### config.mk
export PLATFORM = sky130hd
export DESIGN_NAME = cam_label_decoder
export DESIGN_NICKNAME = d
export VERILOG_FILES = /design/src/rtl/cam_pkg.sv /design/src/rtl/cam_label_decoder.sv
export SDC_FILE = /design/constraint.sdc
export NUM_CORES = 1
export LEC_CHECK = 0
export ABC_AREA = 1
export CAP_MARGIN = 15
export CORE_MARGIN = 2
export CORE_UTILIZATION = 52
export CTS_CLUSTER_SIZE = 25
export DETAILED_ROUTE_END_ITERATION = 8
export PLACE_DENSITY_LB_ADDON = 0.2
export SLEW_MARGIN = 20
export SYNTH_ARGS = -nofsm -noshare
export SYNTH_HDL_FRONTEND = slang
export SYNTH_SLANG_ARGS = --single-unit
### constraint.sdc
create_clock -name clk -period 2.93 [get_ports clk]
set_clock_uncertainty 0.15 [all_clocks]
set_input_delay 0.293 -clock clk [delete_from_list [all_inputs] [get_ports clk]]
set_output_delay 0.293 -clock clk [all_outputs]
set_load 0.02 [all_outputs]
### src/rtl/cam_pkg.sv
// Shared CAM constants and opcode encoding, used by the label decoder and the encoder.
package cam_pkg;
    localparam int NUM_ENTRIES = 32;
    localparam int LABEL_W     = 5;

    typedef enum logic [1:0] {
        OP_WRITE     = 2'b00,
        OP_INVAL     = 2'b01,
        OP_INVAL_ALL = 2'b10,
        OP_NOP       = 2'b11
    } cam_op_t;
endpackage

### src/rtl/cam_label_decoder.sv
// Two-stage label-to-word-line decoder with valid/ready flow control and a
// running occupancy bitmap of the CAM entries.
module cam_label_decoder #(
    parameter int NUM_ENTRIES = cam_pkg::NUM_ENTRIES,
    parameter int LABEL_W     = cam_pkg::LABEL_W
) (
    input  logic                   clk,
    input  logic                   reset_n,
    input  logic                   in_valid,
    output logic                   in_ready,
    input  logic [1:0]             in_op,
    input  logic [LABEL_W-1:0]     in_label,
    output logic                   wl_valid,
    input  logic                   wl_ready,
    output logic [NUM_ENTRIES-1:0] wl_en,
    output logic [1:0]             wl_op,
    output logic [NUM_ENTRIES-1:0] valid_map,
    output logic [LABEL_W:0]       used_cnt,
    output logic                   full,
    output logic                   overwrite
);
    import cam_pkg::*;

    function automatic logic [NUM_ENTRIES-1:0] decode(input logic [1:0] op,
                                                      input logic [LABEL_W-1:0] lbl);
        logic [NUM_ENTRIES-1:0] d;
        d = '0;
        case (op)
            OP_WRITE, OP_INVAL: d = NUM_ENTRIES'(1) << lbl;
            OP_INVAL_ALL:       d = '1;
            default:            d = '0;
        endcase
        return d;
    endfunction

    logic                   s1_valid;
    logic [1:0]             s1_op;
    logic [LABEL_W-1:0]     s1_label;
    logic                   s2_advance;
    logic                   in_range;
    logic [1:0]             eff_op;
    logic [NUM_ENTRIES-1:0] dec;
    logic                   bit_set;
    logic [NUM_ENTRIES-1:0] map_nxt;
    logic [LABEL_W:0]       cnt_nxt;
    logic                   ovw_nxt;

    assign s2_advance = !wl_valid || wl_ready;
    assign in_ready   = !s1_valid || s2_advance;
    assign full       = (used_cnt == (LABEL_W+1)'(NUM_ENTRIES));

    // Labels beyond the array are demoted to NOP so they never touch valid_map.
    assign in_range = ({1'b0, s1_label} < (LABEL_W+1)'(NUM_ENTRIES));
    assign eff_op   = in_range ? s1_op : OP_NOP;
    assign dec      = decode(eff_op, s1_label);
    assign bit_set  = |(valid_map & dec);

    always_comb begin
        map_nxt = valid_map;
        cnt_nxt = used_cnt;
        ovw_nxt = 1'b0;
        case (eff_op)
            OP_WRITE: begin
                map_nxt = valid_map | dec;
                if (bit_set) ovw_nxt = 1'b1;
                else         cnt_nxt = used_cnt + (LABEL_W+1)'(1);
            end
            OP_INVAL: begin
                map_nxt = valid_map & ~dec;
                if (bit_set) cnt_nxt = used_cnt - (LABEL_W+1)'(1);
            end
            OP_INVAL_ALL: begin
                map_nxt = '0;
                cnt_nxt = '0;
            end
            default: ;
        endcase
    end

    always_ff @(posedge clk or negedge reset_n) begin
        if (!reset_n) begin
            s1_valid  <= 1'b0;
            s1_op     <= 2'b00;
            s1_label  <= '0;
            wl_valid  <= 1'b0;
            wl_en     <= '0;
            wl_op     <= 2'b00;
            valid_map <= '0;
            used_cnt  <= '0;
            overwrite <= 1'b0;
        end else begin
            // S1: capture the accepted command
            if (in_ready) begin
                s1_valid <= in_valid;
                if (in_valid) begin
                    s1_op    <= in_op;
                    s1_label <= in_label;
                end
            end
            overwrite <= 1'b0;
            // S2: decoded word-line register; occupancy commits on the same edge
            if (s2_advance) begin
                wl_valid <= s1_valid;
                if (s1_valid) begin
                    wl_en     <= dec;
                    wl_op     <= eff_op;
                    valid_map <= map_nxt;
                    used_cnt  <= cnt_nxt;
                    overwrite <= ovw_nxt;
                end
            end
        end
    end
endmodule

==> results of run 1 <==
==> layout make-up <==
type | instances | area (µm²)
Tap cell | 102 | 127.6
Clock buffer | 11 | 131.4
Fill cell | 670 | 2345
Timing Repair Buffer | 94 | 924.6
Clock inverter | 5 | 150.1
Sequential cell | 82 | 2052
Multi-Input combinational cell | 376 | 1769
Inverter | 82 | 307.8
==> repair_timing <==
action | CTS | global route
hold buffers | 0 | 1
setup endpoints to repair | 0 | 0
hold endpoints to repair | 0 | 82
==> through the flow <==
step                      hold slack [ps]  area [µm²]  worst slack (ps)  utilization  total power [mW]
after floorplan                    -152.6        4237             609.8            -             3.143
after global placement              312.9        5167             528.4       0.6619             4.173
after detailed placement            323.3        5167             410.4       0.6619             4.244
after CTS                           16.36        5449             382.4       0.6979             5.403
after global routing                360.6        5463             157.2       0.6997             5.721
final                               338.7        5463             362.1       0.6997             5.382
==> registers in the layout (all words and copies together), names as in the netlist <==
name	count
used_cnt	6
valid_map	32
eff_op	2
s1_valid	1
wl_en	32
wl_valid	1
overwrite	1
s1_label	5
wl_op	2
==> cells in the final DEF, fill, tap and decap left out, types with 3 or more instances in the layout <==
master	instances
nor2_1	65
buf_4	7
clkdlybuf4s50_1	85
inv_1	79
dfrtp_1	82
nand4_1	14
nor2_2	4
nand3_1	15
a21oi_1	10
clkbuf_8	9
bufinv_16	5
nand2_1	135
o21ai_1	25
inv_2	3
o21ai_0	87
ha_1	8
xor2_1	3
==> power by group <==
part | internal (mW) | switching (mW)
Sequential | 1.52 | 0.347
Clock | 0.740 | 0.408
Combinational | 1.02 | 1.34
==> layer usage <==
layer | part of all wire | vias to the layer above
li1 | - | 1943
met1 | 0.45 | 1864
met2 | 0.48 | 136
met3 | 0.052 | 18
met4 | 0.020 | 0
met5 | 0 | -
==> worst reg2reg max path: stages (launching register included) <==
cell     delay [ps]
dfrtp_1         460
inv_1           140
ha_1            390
ha_1            350
a21oi_1         190
nand2_1         110
nand2_1         100
nand2_1          70
a21oi_1         150
xor2_1          160
nor2_1           50
nand4_1          90
nand2_1          50
==> worst paths after layout <==
| check | start | end | slack [ps] | cells after the start |
|---|---|---|---|---|
| min in group asynchronous | reset_n | used_cnt[3] | 410 | 2 |
| setup / recovery | eff_op[1] | used_cnt[5] | 360 | 12 |
| hold reg to reg | wl_en[4] | wl_en[4] | 340 | 2 |
| hold / removal | wl_en[4] | wl_en[4] | 340 | 2 |
| setup reg to reg | eff_op[1] | used_cnt[5] | 360 | 12 |
| max in group asynchronous | reset_n | wl_en[24] | 1740 | 2 |
==> cells by family after synthesis <==
logic type      count (synthesis)  synth area share
simple gates                  242            0.2389
compound gates                122            0.1441
buf+inv                       107           0.09805
flops                          82            0.4843
fa+ha+maj                       9           0.02835
xor+xnor                        3          0.006203
==> results.py, run 1 <==
metrics = {
    "clock_tree": {
        "postCtsSetupRepairBufs": 0,
        "cts_buffers": 9,
        "root_buffer": "clkbuf_8",
        "clk_transition_reported_paths_ps": 80,
        "cts-resized-gates": 0,
        "cts.sinks": 82,
        "cts_tree": "built",
        "cts_buffer_depth": 2,
        "htreeDepth": 3,
        "insertion_delay_ps": 350,
    },
    "synthesis": {
        "ys_seq_area_frac": 0.4843,
        "syn-cell-area_um2": 4237,
        "yosysMostFrequentCell": "nand2_1",
        "synthCells": 565,
        "synthTopCellsByArea": "dfrtp_1, nand2_1, o21ai_0",
        "synth_edf_count": 0,
        "synth_ff_type": "dfrtp_1",
        "synth_top_area_cell": "dfrtp_1",
        "synth_top_area_share": 0.4843,
        "synth_warnings": 0,
        "synth_cell_types": 23,
        "ys_ff_latch": 82,
        "netlist_top_cells_count": "nand2_1, o21ai_0, dfrtp_1",
        "ys_async_sr_fraction": 1.000,
        "syn-num-nets": 585,
        "avgSynthCellArea_um2": 7.498,
    },
    "detailed_routing": {
        "routed_wl_mm": 10.66,
        "drtIter0Drc": 235,
        "vias_per_cell": 5.267,
        "vias": 3961,
        "wl_per_cell_um": 14.18,
        "drt.antenna.violating_nets": 0,
        "drc_errors": 0,
        "firstDrtPassIters": 5,
    },
    "sta": {
        "slew_violations": 0,
        "hold_viol": 0,
        "period_minus_slack_ps": 2568,
        "tightest_slew_ps": 735.3,
        "rsz0062_at_grt": "false",
        "period_share": 0.8764,
        "fmax_mhz": 389.4,
        "slew_headroom": 0.5098,
        "tns_ps": 0,
        "setup_viol": 0,
    },
    "worst_setup_path": {
        "end_kind": "register",
        "crit_chain": "inv_1 > ha_1 > ha_1 > a21oi_1 > nand2_1 > nand2_1 > nand2_1 > a21oi_1 > xor2_1 > nor2_1 > nand4_1 > nand2_1",
        "critPathLaunchType": "register",
        "critical_path_class": "reg -> reg",
        "path_max_fanout": 8,
        "slowest_delay_ps": 460,
        "crit_buf_inv": 1,
        "worst_path_most_repeated_cell": "nand2_1",
        "worstPathRequired_ps": 3020,
        "arrival_ps": 2660,
        "slowest_stage": "dfrtp_1",
        "critical-path-top-delay-family": "adder cells",
    },
    "die": {
        "initial_utilization": 0.5426,
        "core_um2": 7807,
        "die_h_um": 94.26,
        "rows": 32,
        "ioPinCount": 87,
        "die_area_um2": 8885,
        "chipWidth_um": 94.26,
    },
    "global_route": {
        "grt_max_degree": 83,
        "busiest_layer": "met2",
        "antenna_found_initial": 0,
        "gr-total-overflow": 0,
        "grt_pass1_vias": 3847,
        "met1_usage": 0.3580,
        "grt.met3_usage": 0.04494,
        "grt_usage": 0.2599,
        "grt_use_met2": 0.4149,
        "grt_pass1_wl_mm": 18.13,
    },
    "pwr": {
        "power_density_nw_per_um2": 985.2,
        "p_leak_nw": 2.671,
        "peakVddDrop_mv": 0.4721,
    },
    "placed_design": {
        "dp_hpwl_mm": 7.462,
        "portBuffers": 86,
        "routabilityCongestion": 0.9367,
        "placedCellCount": 735,
    },
    "cells_and_area": {
        "layout-drive-gt1-share": 0.05231,
        "fin_nets": 665,
        "area_delta_synth_final_pct": 28.94,
        "finalNonFillerCells": 752,
        "num_antenna_cells": 0,
    },
    "flow_run": {
        "cap_violations": 0,
    },
    "worst_hold_path": {
        "min_path_type": "reg -> reg",
    },
    "run_status": {
        "outcome": "completed",
    },
}
(Power assumes the default switching activity.)
==> run 2, diff against run 1 <==
Settings changed: CORE_MARGIN 2 to unset, CORE_UTILIZATION 52 to 30, RECOVER_POWER set to 50.
==> run 2 against run 1 <==
Effect of this change: the flow now finishes with violations (capacitance limit, slew limit); final area is 2.4% higher; first-iteration DRC count is 43% higher; critical endpoint is now used_cnt[4]; via count is 3.2% lower; critical path depth is 1 lower; routed wire length is 3.5% higher; sequential power hardly changed; hold slack worse by 13 ps; non-clock buffer count is 1 higher.
==> results.py, run 2 (synthesis results as in run 1) <==
metrics = {
    "cells_and_area": {
        "area_delta_synth_final_pct": 32.07,
        "num_antenna_cells": 0,
        "final_cell_mix": "nand2_1, o21ai_0, dfrtp_1",
        "nFillCells": 1434,
        "mostFrequentLayoutCell": "nand2_1",
        "utilization": 0.4047,
        "fin_nets": 666,
        "fin_area_um2": 5595,
        "finalNonFillerCells": 831,
        "seq_area_um2": 2052,
        "multi_input_area_um2": 1769,
        "top_regs": "valid_map: 32 flops, wl_en: 32 flops, used_cnt: 6 flops",
        "layout-drive-gt1-share": 0.05223,
    },
    "sta": {
        "slew_headroom": -0.3561,
        "tns_ps": 0,
        "rsz0062_at_grt": "false",
        "period_share": 0.8799,
        "fmax_mhz": 387.9,
        "period_minus_slack_ps": 2578,
        "setup_viol": 0,
        "hold_viol": 0,
        "tightest_slew_ps": 2034,
        "slew_violations": 83,
    },
    "worst_hold_path": {
        "hp-start": "wl_en[22]",
        "hold_path_depth": 2,
        "holdPathEnd": "wl_en[22]",
        "min_path_type": "reg -> reg",
    },
    "die": {
        "initial_utilization": 0.3064,
        "core_um2": 13830,
        "die_h_um": 120.8,
        "ioPinCount": 87,
        "rows": 43,
        "chipWidth_um": 120.8,
        "die_area_um2": 14600,
    },
    "global_route": {
        "grt_max_degree": 83,
        "antenna_found_initial": 0,
        "grt_pass1_wl_mm": 18.89,
        "grt_usage": 0.1671,
        "gr-total-overflow": 0,
        "grt_pass1_vias": 3753,
    },
    "detailed_routing": {
        "wl_per_cell_um": 13.29,
        "vias_per_cell": 4.615,
        "drt.antenna.violating_nets": 0,
        "drtIter0Drc": 335,
        "drc_errors": 0,
        "vias": 3835,
        "firstDrtPassIters": 4,
        "routed_wl_mm": 11.04,
    },
    "clock_tree": {
        "insertion_delay_ps": 340,
        "root_buffer": "clkbuf_16",
        "htreeDepth": 3,
        "clk_transition_reported_paths_ps": 60,
        "cts_buffer_depth": 2,
        "cts_buffers": 9,
        "cts.sinks": 82,
        "cts_tree": "built",
        "cts-resized-gates": 0,
        "postCtsSetupRepairBufs": 0,
        "cts_hold_buf": 0,
    },
    "pwr": {
        "power_density_nw_per_um2": 960.7,
        "p_sw_frac": 0.3916,
        "p_switching_mw": 2.105,
        "pwr-share-comb": 0.430,
        "pwr-share-seq": 0.350,
        "intPower_mw": 3.270,
        "power_mw": 5.376,
        "peakVddDrop_mv": 0.4946,
        "p_leak_nw": 2.740,
        "p_clk_frac": 0.220,
    },
    "worst_setup_path": {
        "critical-path-top-delay-family": "adder cells",
        "path_max_fanout": 8,
        "reg2reg_to": "used_cnt[4]",
        "arrival_ps": 2660,
        "slowest_delay_ps": 470,
        "worstPathRequired_ps": 3010,
        "ff2ff_setup_slack_ps": 350,
        "r2r-start": "eff_op[1]",
        "end_kind": "register",
        "critPathLaunchType": "register",
        "crit_buf_inv": 2,
        "slowest_stage": "dfrtp_1",
        "crit_chain": "inv_1 > ha_1 > fa_1 > nand2_1 > inv_1 > or2_2 > a21oi_1 > xor2_1 > nor2_1 > nand4_1 > nand2_1",
        "worstRegToRegCells": 11,
        "critical_path_class": "reg -> reg",
    },
    "run_status": {
        "outcome": "finished, violations left",
        "violations": "capacitance limit, slew limit",
    },
    "placed_design": {
        "routabilityCongestion": 0.8928,
        "portBuffers": 86,
        "place_area_um2": 5273,
        "placedCellCount": 814,
        "dp_hpwl_mm": 8.097,
    },
    "flow_run": {
        "cap_violations": 1,
    },
}
run 2: worst max-delay path by stage:
| stage | startpoint | endpoint | slack, ps | depth (start not counted) |
|---|---|---|---|---|
| after detailed placement | eff_op[1] | used_cnt[4] | 340 | 11 |
| after global routing | reset_n | wl_en[5] | 70 | 2 |
| after global placement | eff_op[1] | used_cnt[4] | 420 | 11 |
| final | eff_op[1] | used_cnt[4] | 350 | 11 |
| after floorplan | eff_op[1] | used_cnt[4] | 610 | 11 |
| after CTS | eff_op[1] | used_cnt[4] | 320 | 11 |
run 2: cell type report:
type,count,area share
multi-input cells,376,0.3162
repair buffers,95,0.1650
inverters,82,0.05501
clock inverters,1,0.005367
clock buffers,15,0.05143
flip-flops and latches,82,0.3667
well taps,180,0.04025
run 2: power by group through the flow:
stage / clock network (mW) / logic [mW] / registers, mW
6_report: 1.18 / 2.31 / 1.88
2_1_floorplan: 0 / 0.868 / 2.28
4_1_cts: 1.22 / 2.37 / 1.90
3_3_place_gp: 0 / 2.34 / 1.90
5_1_grt: 1.26 / 2.58 / 1.95
3_5_place_dp: 0 / 2.36 / 1.91
run 2: through the flow:
step	setup slack, ps	hold slack [ps]
after floorplan	609.8	-152.6
after CTS	322.9	36.47
after global placement	417.1	314.4
final	351.8	325.6
after global routing	67.36	347.1
after detailed placement	339.3	322.8
run 2: per-layer routing:
layer / wire [µm] / vias up / GRT usage
li1: - / 1952 / -
met1: 5320 / 1796 / 0.2255
met2: 5185 / 78 / 0.2646
met3: 431 / 9 / 0.03679
met4: 103 / 0 / 0.05324
met5: 0 / - / 0
run 2: tightest hold or removal path, delay by kind of cell (launching register included):
family / cells / cell delay, ps
simple gates: 1 / 50
flops: 1 / 340
compound gates: 1 / 50
==> run 3, diff against run 2 <==
Settings changed: ABC_CLOCK_PERIOD_IN_PS set to 2930.
==> results of run 3 <==
No change in the layout: final DEF, timing and power equal those of run 2.
